[src/rtl/mem_fill_pkg.sv]
// Shared definitions for the memory fill writer: CSR map, status bit positions,
// FSM states and the beat pattern helpers used by the datapath.
package mem_fill_pkg;

    localparam logic [1:0] REG_START  = 2'd0;
    localparam logic [1:0] REG_COUNT  = 2'd1;
    localparam logic [1:0] REG_SEED   = 2'd2;
    localparam logic [1:0] REG_STATUS = 2'd3;

    localparam int STATUS_BUSY = 0;
    localparam int STATUS_DONE = 1;

    localparam int ADDR_STEP = 8;

    typedef enum logic [1:0] {
        IDLE = 2'd0,
        FILL = 2'd1,
        DONE = 2'd2
    } fill_state_e;

    // Every beat is 8 bytes, so the programmed base loses its low three bits.
    function automatic logic [31:0] align_beat(input logic [31:0] addr);
        return {addr[31:3], 3'b000};
    endfunction

    function automatic logic [63:0] pattern_beat(input logic [31:0] lo);
        return {lo + 32'd1, lo};
    endfunction

endpackage

[src/rtl/mem_fill_writer_if.sv]
// Bus bundle for the fill writer: the 32-bit CSR slave port, the 64-bit
// Avalon-MM write master port and the interrupt line.
interface mem_fill_writer_if #(
    parameter int ADDR_W = 32
);

    logic              ctrl_write;
    logic [31:0]       ctrl_writedata;
    logic              ctrl_read;
    logic [1:0]        ctrl_address;
    logic [31:0]       ctrl_readdata;
    logic              ctrl_waitrequest;

    logic              master_write;
    logic [63:0]       master_writedata;
    logic [ADDR_W-1:0] master_address;
    logic              master_waitrequest;
    logic              master_burstcount;
    logic [7:0]        master_byteenable;

    logic              irq;

    // The fill writer itself: drives the memory side, answers the CSR side.
    modport master (
        input  ctrl_write,
        input  ctrl_writedata,
        input  ctrl_read,
        input  ctrl_address,
        output ctrl_readdata,
        output ctrl_waitrequest,
        output master_write,
        output master_writedata,
        output master_address,
        input  master_waitrequest,
        output master_burstcount,
        output master_byteenable,
        output irq
    );

    // The surrounding system: CPU on the CSR port, memory on the master port.
    modport slave (
        output ctrl_write,
        output ctrl_writedata,
        output ctrl_read,
        output ctrl_address,
        input  ctrl_readdata,
        input  ctrl_waitrequest,
        input  master_write,
        input  master_writedata,
        input  master_address,
        output master_waitrequest,
        input  master_burstcount,
        input  master_byteenable,
        input  irq
    );

endinterface

[src/rtl/mem_fill_csr.sv]
// CSR block of the fill writer: START/SEED registers, the done/irq flag and the
// registered readback mux. Also decodes the COUNT-load and done-clear strobes.
module mem_fill_csr
    import mem_fill_pkg::*;
(
    input  logic        clk,
    input  logic        reset,
    input  logic        wr_en,
    input  logic [1:0]  address,
    input  logic [31:0] writedata,
    input  fill_state_e state,
    input  logic [31:0] count_value,
    input  logic        set_done,
    output logic [31:0] start_value,
    output logic [31:0] seed_value,
    output logic [31:0] readdata,
    output logic        done,
    output logic        waitrequest,
    output logic        count_load,
    output logic        clear_done
);

    logic [31:0] start_q, start_d;
    logic [31:0] seed_q, seed_d;
    logic [31:0] readdata_q, readdata_d;
    logic        done_q, done_d;
    logic        waitrequest_q;

    assign count_load = wr_en && (address == REG_COUNT);
    assign clear_done = wr_en && (address == REG_STATUS) && writedata[STATUS_DONE];

    // START and SEED are frozen outside IDLE so the running fill stays coherent.
    always_comb begin
        start_d    = start_q;
        seed_d     = seed_q;
        done_d     = done_q;
        readdata_d = '0;

        if (wr_en && (state == IDLE)) begin
            if (address == REG_START) begin
                start_d = align_beat(writedata);
            end
            if (address == REG_SEED) begin
                seed_d = writedata;
            end
        end

        if (set_done) begin
            done_d = 1'b1;
        end else if (clear_done) begin
            done_d = 1'b0;
        end

        case (address)
            REG_START:  readdata_d = start_q;
            REG_COUNT:  readdata_d = count_value;
            REG_SEED:   readdata_d = seed_q;
            REG_STATUS: readdata_d = {30'd0, done_q, state == FILL};
            default:    readdata_d = '0;
        endcase
    end

    always_ff @(posedge clk or posedge reset) begin
        if (reset) begin
            start_q       <= '0;
            seed_q        <= '0;
            readdata_q    <= '0;
            done_q        <= 1'b0;
            waitrequest_q <= 1'b0;
        end else begin
            start_q       <= start_d;
            seed_q        <= seed_d;
            readdata_q    <= readdata_d;
            done_q        <= done_d;
            waitrequest_q <= 1'b0;
        end
    end

    assign start_value = start_q;
    assign seed_value  = seed_q;
    assign readdata    = readdata_q;
    assign done        = done_q;
    assign waitrequest = waitrequest_q;

endmodule

[src/rtl/mem_fill_writer.sv]
// Avalon-MM write master that fills a buffer with a deterministic 64-bit
// counting pattern, one single-beat write per accepted transfer, then raises irq.
module mem_fill_writer
    import mem_fill_pkg::*;
#(
    parameter int ADDR_W = 32,
    parameter int CNT_W  = 32
) (
    input logic                clk,
    input logic                reset,
    mem_fill_writer_if.master  bus
);

    fill_state_e       state_q, state_d;
    logic [CNT_W-1:0]  count_q, count_d;
    logic [ADDR_W-1:0] addr_q, addr_d;
    logic [31:0]       pat_q, pat_d;

    logic [31:0] start_value;
    logic [31:0] seed_value;
    logic [31:0] csr_readdata;
    logic        csr_done;
    logic        csr_waitrequest;
    logic        count_load;
    logic        clear_done;
    logic        set_done;
    logic        accept;

    logic unused_ctrl_read;
    assign unused_ctrl_read = bus.ctrl_read;

    mem_fill_csr u_csr (
        .clk         (clk),
        .reset       (reset),
        .wr_en       (bus.ctrl_write),
        .address     (bus.ctrl_address),
        .writedata   (bus.ctrl_writedata),
        .state       (state_q),
        .count_value (32'(count_q)),
        .set_done    (set_done),
        .start_value (start_value),
        .seed_value  (seed_value),
        .readdata    (csr_readdata),
        .done        (csr_done),
        .waitrequest (csr_waitrequest),
        .count_load  (count_load),
        .clear_done  (clear_done)
    );

    assign accept = (state_q == FILL) && !bus.master_waitrequest;

    // pat_q holds the low half of the current beat (SEED + 2i), so the pattern
    // advances by two per accepted beat and never needs a multiplier.
    always_comb begin
        state_d  = state_q;
        count_d  = count_q;
        addr_d   = addr_q;
        pat_d    = pat_q;
        set_done = 1'b0;

        case (state_q)
            IDLE: begin
                if (count_load) begin
                    count_d = CNT_W'(bus.ctrl_writedata);
                    addr_d  = ADDR_W'(start_value);
                    pat_d   = seed_value;
                    if (CNT_W'(bus.ctrl_writedata) == '0) begin
                        state_d  = DONE;
                        set_done = 1'b1;
                    end else begin
                        state_d = FILL;
                    end
                end
            end
            FILL: begin
                if (accept) begin
                    addr_d  = addr_q + ADDR_W'(ADDR_STEP);
                    pat_d   = pat_q + 32'd2;
                    count_d = count_q - CNT_W'(1);
                    if (count_q == CNT_W'(1)) begin
                        state_d  = DONE;
                        set_done = 1'b1;
                    end
                end
            end
            DONE: begin
                if (clear_done) begin
                    state_d = IDLE;
                end
            end
            default: begin
                state_d = IDLE;
            end
        endcase
    end

    always_ff @(posedge clk or posedge reset) begin
        if (reset) begin
            state_q <= IDLE;
            count_q <= '0;
            addr_q  <= '0;
            pat_q   <= '0;
        end else begin
            state_q <= state_d;
            count_q <= count_d;
            addr_q  <= addr_d;
            pat_q   <= pat_d;
        end
    end

    // master_write comes straight from the state flop so reset kills it at once.
    assign bus.master_write      = (state_q == FILL);
    assign bus.master_writedata  = (state_q == FILL) ? pattern_beat(pat_q) : '0;
    assign bus.master_address    = addr_q;
    assign bus.master_burstcount = 1'b1;
    assign bus.master_byteenable = 8'hFF;
    assign bus.ctrl_readdata     = csr_readdata;
    assign bus.ctrl_waitrequest  = csr_waitrequest;
    assign bus.irq               = csr_done;

endmodule
[src/flat_wrapper.sv]
// flat-port wrapper written by rule: the top's interface ports become plain ports
module mem_fill_writer_flat import mem_fill_pkg::*;
#(
    parameter int ADDR_W = 32,
    parameter int CNT_W  = 32
)
  (clk, reset, bus_ctrl_write, bus_ctrl_writedata, bus_ctrl_read, bus_ctrl_address, bus_ctrl_readdata, bus_ctrl_waitrequest, bus_master_write, bus_master_writedata, bus_master_address, bus_master_waitrequest, bus_master_burstcount, bus_master_byteenable, bus_irq);
  mem_fill_writer_if #(.ADDR_W(ADDR_W)) bus_i ();
  input logic clk;
  input logic reset;
  input wire logic [$bits(bus_i.ctrl_write)-1:0] bus_ctrl_write;
  input wire logic [$bits(bus_i.ctrl_writedata)-1:0] bus_ctrl_writedata;
  input wire logic [$bits(bus_i.ctrl_read)-1:0] bus_ctrl_read;
  input wire logic [$bits(bus_i.ctrl_address)-1:0] bus_ctrl_address;
  output wire logic [$bits(bus_i.ctrl_readdata)-1:0] bus_ctrl_readdata;
  output wire logic [$bits(bus_i.ctrl_waitrequest)-1:0] bus_ctrl_waitrequest;
  output wire logic [$bits(bus_i.master_write)-1:0] bus_master_write;
  output wire logic [$bits(bus_i.master_writedata)-1:0] bus_master_writedata;
  output wire logic [$bits(bus_i.master_address)-1:0] bus_master_address;
  input wire logic [$bits(bus_i.master_waitrequest)-1:0] bus_master_waitrequest;
  output wire logic [$bits(bus_i.master_burstcount)-1:0] bus_master_burstcount;
  output wire logic [$bits(bus_i.master_byteenable)-1:0] bus_master_byteenable;
  output wire logic [$bits(bus_i.irq)-1:0] bus_irq;
  assign bus_i.ctrl_write = bus_ctrl_write;
  assign bus_i.ctrl_writedata = bus_ctrl_writedata;
  assign bus_i.ctrl_read = bus_ctrl_read;
  assign bus_i.ctrl_address = bus_ctrl_address;
  assign bus_ctrl_readdata = bus_i.ctrl_readdata;
  assign bus_ctrl_waitrequest = bus_i.ctrl_waitrequest;
  assign bus_master_write = bus_i.master_write;
  assign bus_master_writedata = bus_i.master_writedata;
  assign bus_master_address = bus_i.master_address;
  assign bus_i.master_waitrequest = bus_master_waitrequest;
  assign bus_master_burstcount = bus_i.master_burstcount;
  assign bus_master_byteenable = bus_i.master_byteenable;
  assign bus_irq = bus_i.irq;
  mem_fill_writer #(.ADDR_W(ADDR_W), .CNT_W(CNT_W)) u_core (.clk(clk), .reset(reset), .bus(bus_i));
endmodule
[config.mk]
export PLATFORM = sky130hd
export DESIGN_NAME = mem_fill_writer_flat
export DESIGN_NICKNAME = d
export VERILOG_FILES = /design/src/rtl/mem_fill_pkg.sv /design/src/rtl/mem_fill_writer_if.sv /design/src/rtl/mem_fill_csr.sv /design/src/rtl/mem_fill_writer.sv /design/src/flat_wrapper.sv
export SDC_FILE = /design/constraint.sdc
export NUM_CORES = 1
export LEC_CHECK = 0
export BUFFER_PORTS_ARGS = -buffer_cell sky130_fd_sc_hd__clkbuf_2
export CORE_ASPECT_RATIO = 0.8
export CORE_MARGIN = 5
export CORE_UTILIZATION = 57
export DETAILED_ROUTE_END_ITERATION = 7
export PLACE_DENSITY_LB_ADDON = 0.15
export SKIP_CTS_REPAIR_TIMING = 1
export SYNTH_ARGS = -nofsm -noshare
export SYNTH_HDL_FRONTEND = slang
export SYNTH_HIERARCHICAL = 1
export SYNTH_SLANG_ARGS = --single-unit
[constraint.sdc]
create_clock -name clk -period 4.1 [get_ports clk]
set_clock_uncertainty 0.1 [all_clocks]
set_input_delay 0.41 -clock clk [delete_from_list [all_inputs] [get_ports clk]]
set_output_delay 0.41 -clock clk [all_outputs]
set_load 0.1 [all_outputs]
==> run metrics <==
dominant cell type by area after synthesis=dfrtp_1; Die ar.=22200 um2; drt wl/cell=20.8 um; Final Hold Vio Count=0; Synth top area share=43.7%; min setup slack post-route=0.407 ns; CTS buffer count=17; number of nets with antenna violations after routing=0; IO Pins=179; die width=165 um; GRT Util Overall=29.4%; synth unique cells=79; Cell Area, Synth=11000 um2; fmax=0.271 GHz; # rows=45; vias in the first global route=9193; first-pass GRT wire length=51200 um; Overflow after GRT=0; post-route minimum period=3.69 ns; crit path max fanout=8; CTS tree=built; initial core utilization=57.9%; first drt pass iteration count=8; Async S/R FF share, synth=100%; HP Class=primary input to flip-flop; Synth area leaders=dfrtp_1, mux2_2, a21oi_1, o21ai_0, nand2_1; post-synthesis sequential area ratio=43.7%; diodes inserted=0; r2r worst-path depth=6; clk sinks=192; drt total wl=33000 um; initial antenna violation count=1; initial drt markers=1253; Worst EP arrival=3.18 ns; PD cells=478 nW/um2; Max-Cap Viols=0; ys flop type=dfrtp_1; Slew Limit Headroom=37.0%; layout cells sized above 1=24.1%; syn_area_per_cell=9.25 um2; Placed Instances=1552; WP data required=3.59 ns; H-Tree Depth=4; Static Leak=0.00582 uW; crit path kind=flip-flop to output port; FF-to-FF setup slack=0.99 ns; worst hold slack=0.168 ns; Setup Viol. Count Final=0; Layout fillers=1554; number of synthesis warnings=6; Layout Cells excl Fill=1585; CTS Root Cell=clkbuf_16; drc violations=0; post-DR vias/cell=6.37; status=completed; Reg clk slew, reported paths=0.07 ns; Cells after Synth=1188; detailed placement HPWL=22800 um; number of synthesized flops with an enable pin=0; Area growth, synth to finish=14.2%; I/O Buffers=167; Seq cells post-synth=192; Worst-Margin Slew=0.936 ns; setup TNS=0 ns; startpoint type of the worst setup path=flip-flop; critical path capture point type=output port; routability cong.=0.943; Max rail drop VDD=646 uV; insertion delay to the later sink of the worst-skew pair=0.44 ns; Via Count=10103; CTS max path bufs=2; Final nets=1358; Slew Limit Fails=0; RSZ-0062 raised after global routing=no; Die Y=134 um; worst hold stages=2; pre-CTS setup slack=0.915 ns; largest net degree at the start of global routing=96; final period utilization=90.1%; Core Footprint=19000 um2
registers in the layout, indices dropped and copies added, names as in the netlist:
| signal | count |
|---|---|
| u_core/count_q | 32 |
| u_core/u_csr/done | 1 |
| u_core/bus.master_address | 32 |
| u_core/u_csr/seed_value | 32 |
| u_core/state_q | 2 |
| u_core/u_csr/start_value | 29 |
| u_core/u_csr/readdata | 32 |
| u_core/pat_q | 32 |
cell families after synthesis:
| kind of cell | after synthesis | share of synthesized area (%) |
|---|---|---|
| other | 2 | 0.0683 |
| XOR/XNOR | 25 | 1.99 |
| AO/OA/AOI/OAI | 315 | 17.8 |
| AND/OR/NAND/NOR | 428 | 20.7 |
| buffers and inverters | 121 | 5.29 |
| flip-flops | 192 | 43.7 |
| multiplexers | 100 | 9.86 |
| adder cells (fa/ha/maj) | 5 | 0.569 |
layer usage:
| layer | global-route usage [%] | vias up | part of all wire (%) |
|---|---|---|---|
| met1 | 41.5 | 4902 | 42 |
| li1 | - | 4575 | - |
| met5 | 0 | - | 0 |
| met2 | 45.6 | 546 | 46 |
| met3 | 6.91 | 80 | 9.2 |
| met4 | 8.31 | 0 | 2.5 |
worst max-delay path: stages, from the launching register on:
cell and delay, ns:
dfrtp_1 0.48, ha_1 0.30, nand2_1 0.22, nor4_4 0.30
buf_4 0.22, nand4_2 0.21, or3_1 0.39, a21oi_1 0.15
clkbuf_2 0.48
synthesized netlist by cell type (5+ instances only):
cell type,count
or4_1,5
dfrtp_1,192
and3_1,11
buf_4,16
nand2_1,110
a22o_1,5
buf_2,12
and4_1,6
buf_1,12
clkbuf_1,49
nor2_1,88
o2bb2ai_1,5
nor3_1,24
nand4_1,33
or3_1,19
xor2_1,21
a31oi_1,9
mux2_2,66
a21oi_1,96
o21ai_0,89
o22a_1,12
o22ai_1,23
mux2i_1,34
a2bb2oi_1,22
inv_1,24
ha_1,5
nor4_1,18
a22oi_1,10
nand3_1,45
nand2b_1,7
and2_1,30
o32ai_1,6
per-stage QoR:
step / util [%] / instance area (um2) / total power [uW]
6_report: 66.1 / 12500 / 6000
5_1_grt: 66.1 / 12500 / 6230
4_1_cts: 66.1 / 12500 / 6000
3_5_place_dp: 62.9 / 11900 / 4320
3_3_place_gp: 62.9 / 11900 / 4290
2_1_floorplan: - / 11000 / 3960
layout make-up:
cell class                      instances  area [um2]  area share (%)
Multi-Input combinational cell        886        5670            45.2
Sequential cell                       192        4800            38.3
Timing Repair Buffer                  192        1050            8.38
Clock buffer                           22         484            3.86
Tap cell                              258         323            2.57
Clock inverter                         10         109           0.868
Inverter                               25         100           0.798
placed cells by master (no fill, tap or decap), types with 9 or more instances in the layout:
master,instances
mux2_2,66
nor4_1,17
a31oi_1,9
a22oi_1,10
o21ai_0,89
a2bb2oi_1,22
xor2_1,21
and3_1,11
a21oi_1,95
nand4_1,33
inv_1,22
nand3_1,45
o22ai_1,23
clkbuf_2,167
clkbuf_16,17
dfrtp_1,192
conb_1,13
nor2_1,88
mux2i_1,34
buf_4,22
or3_1,19
o22a_1,12
nand2_1,110
and2_1,30
nor3_1,24
power breakdown:
part	total, uW	leakage, uW	switching (uW)	internal [uW]
Combinational	1960	0.00300	1600	360
Clock	1680	0.000292	716	959
Sequential	2360	0.00253	285	2080
path summary, 6_finish.rpt:
kind	startpoint	end
max in group asynchronous	reset	u_core/u_csr/start_value[30]
min reg2reg	u_core/bus.master_address[0]	u_core/bus.master_address[0]
max	u_core/pat_q[1]	bus_master_writedata[63]
min in group asynchronous	reset	u_core/bus.master_address[3]
max reg2reg	u_core/state_q[1]	u_core/u_csr/done
min	bus_ctrl_writedata[3]	u_core/u_csr/start_value[3]
Note: power is estimated with default switching activity, not from simulation.
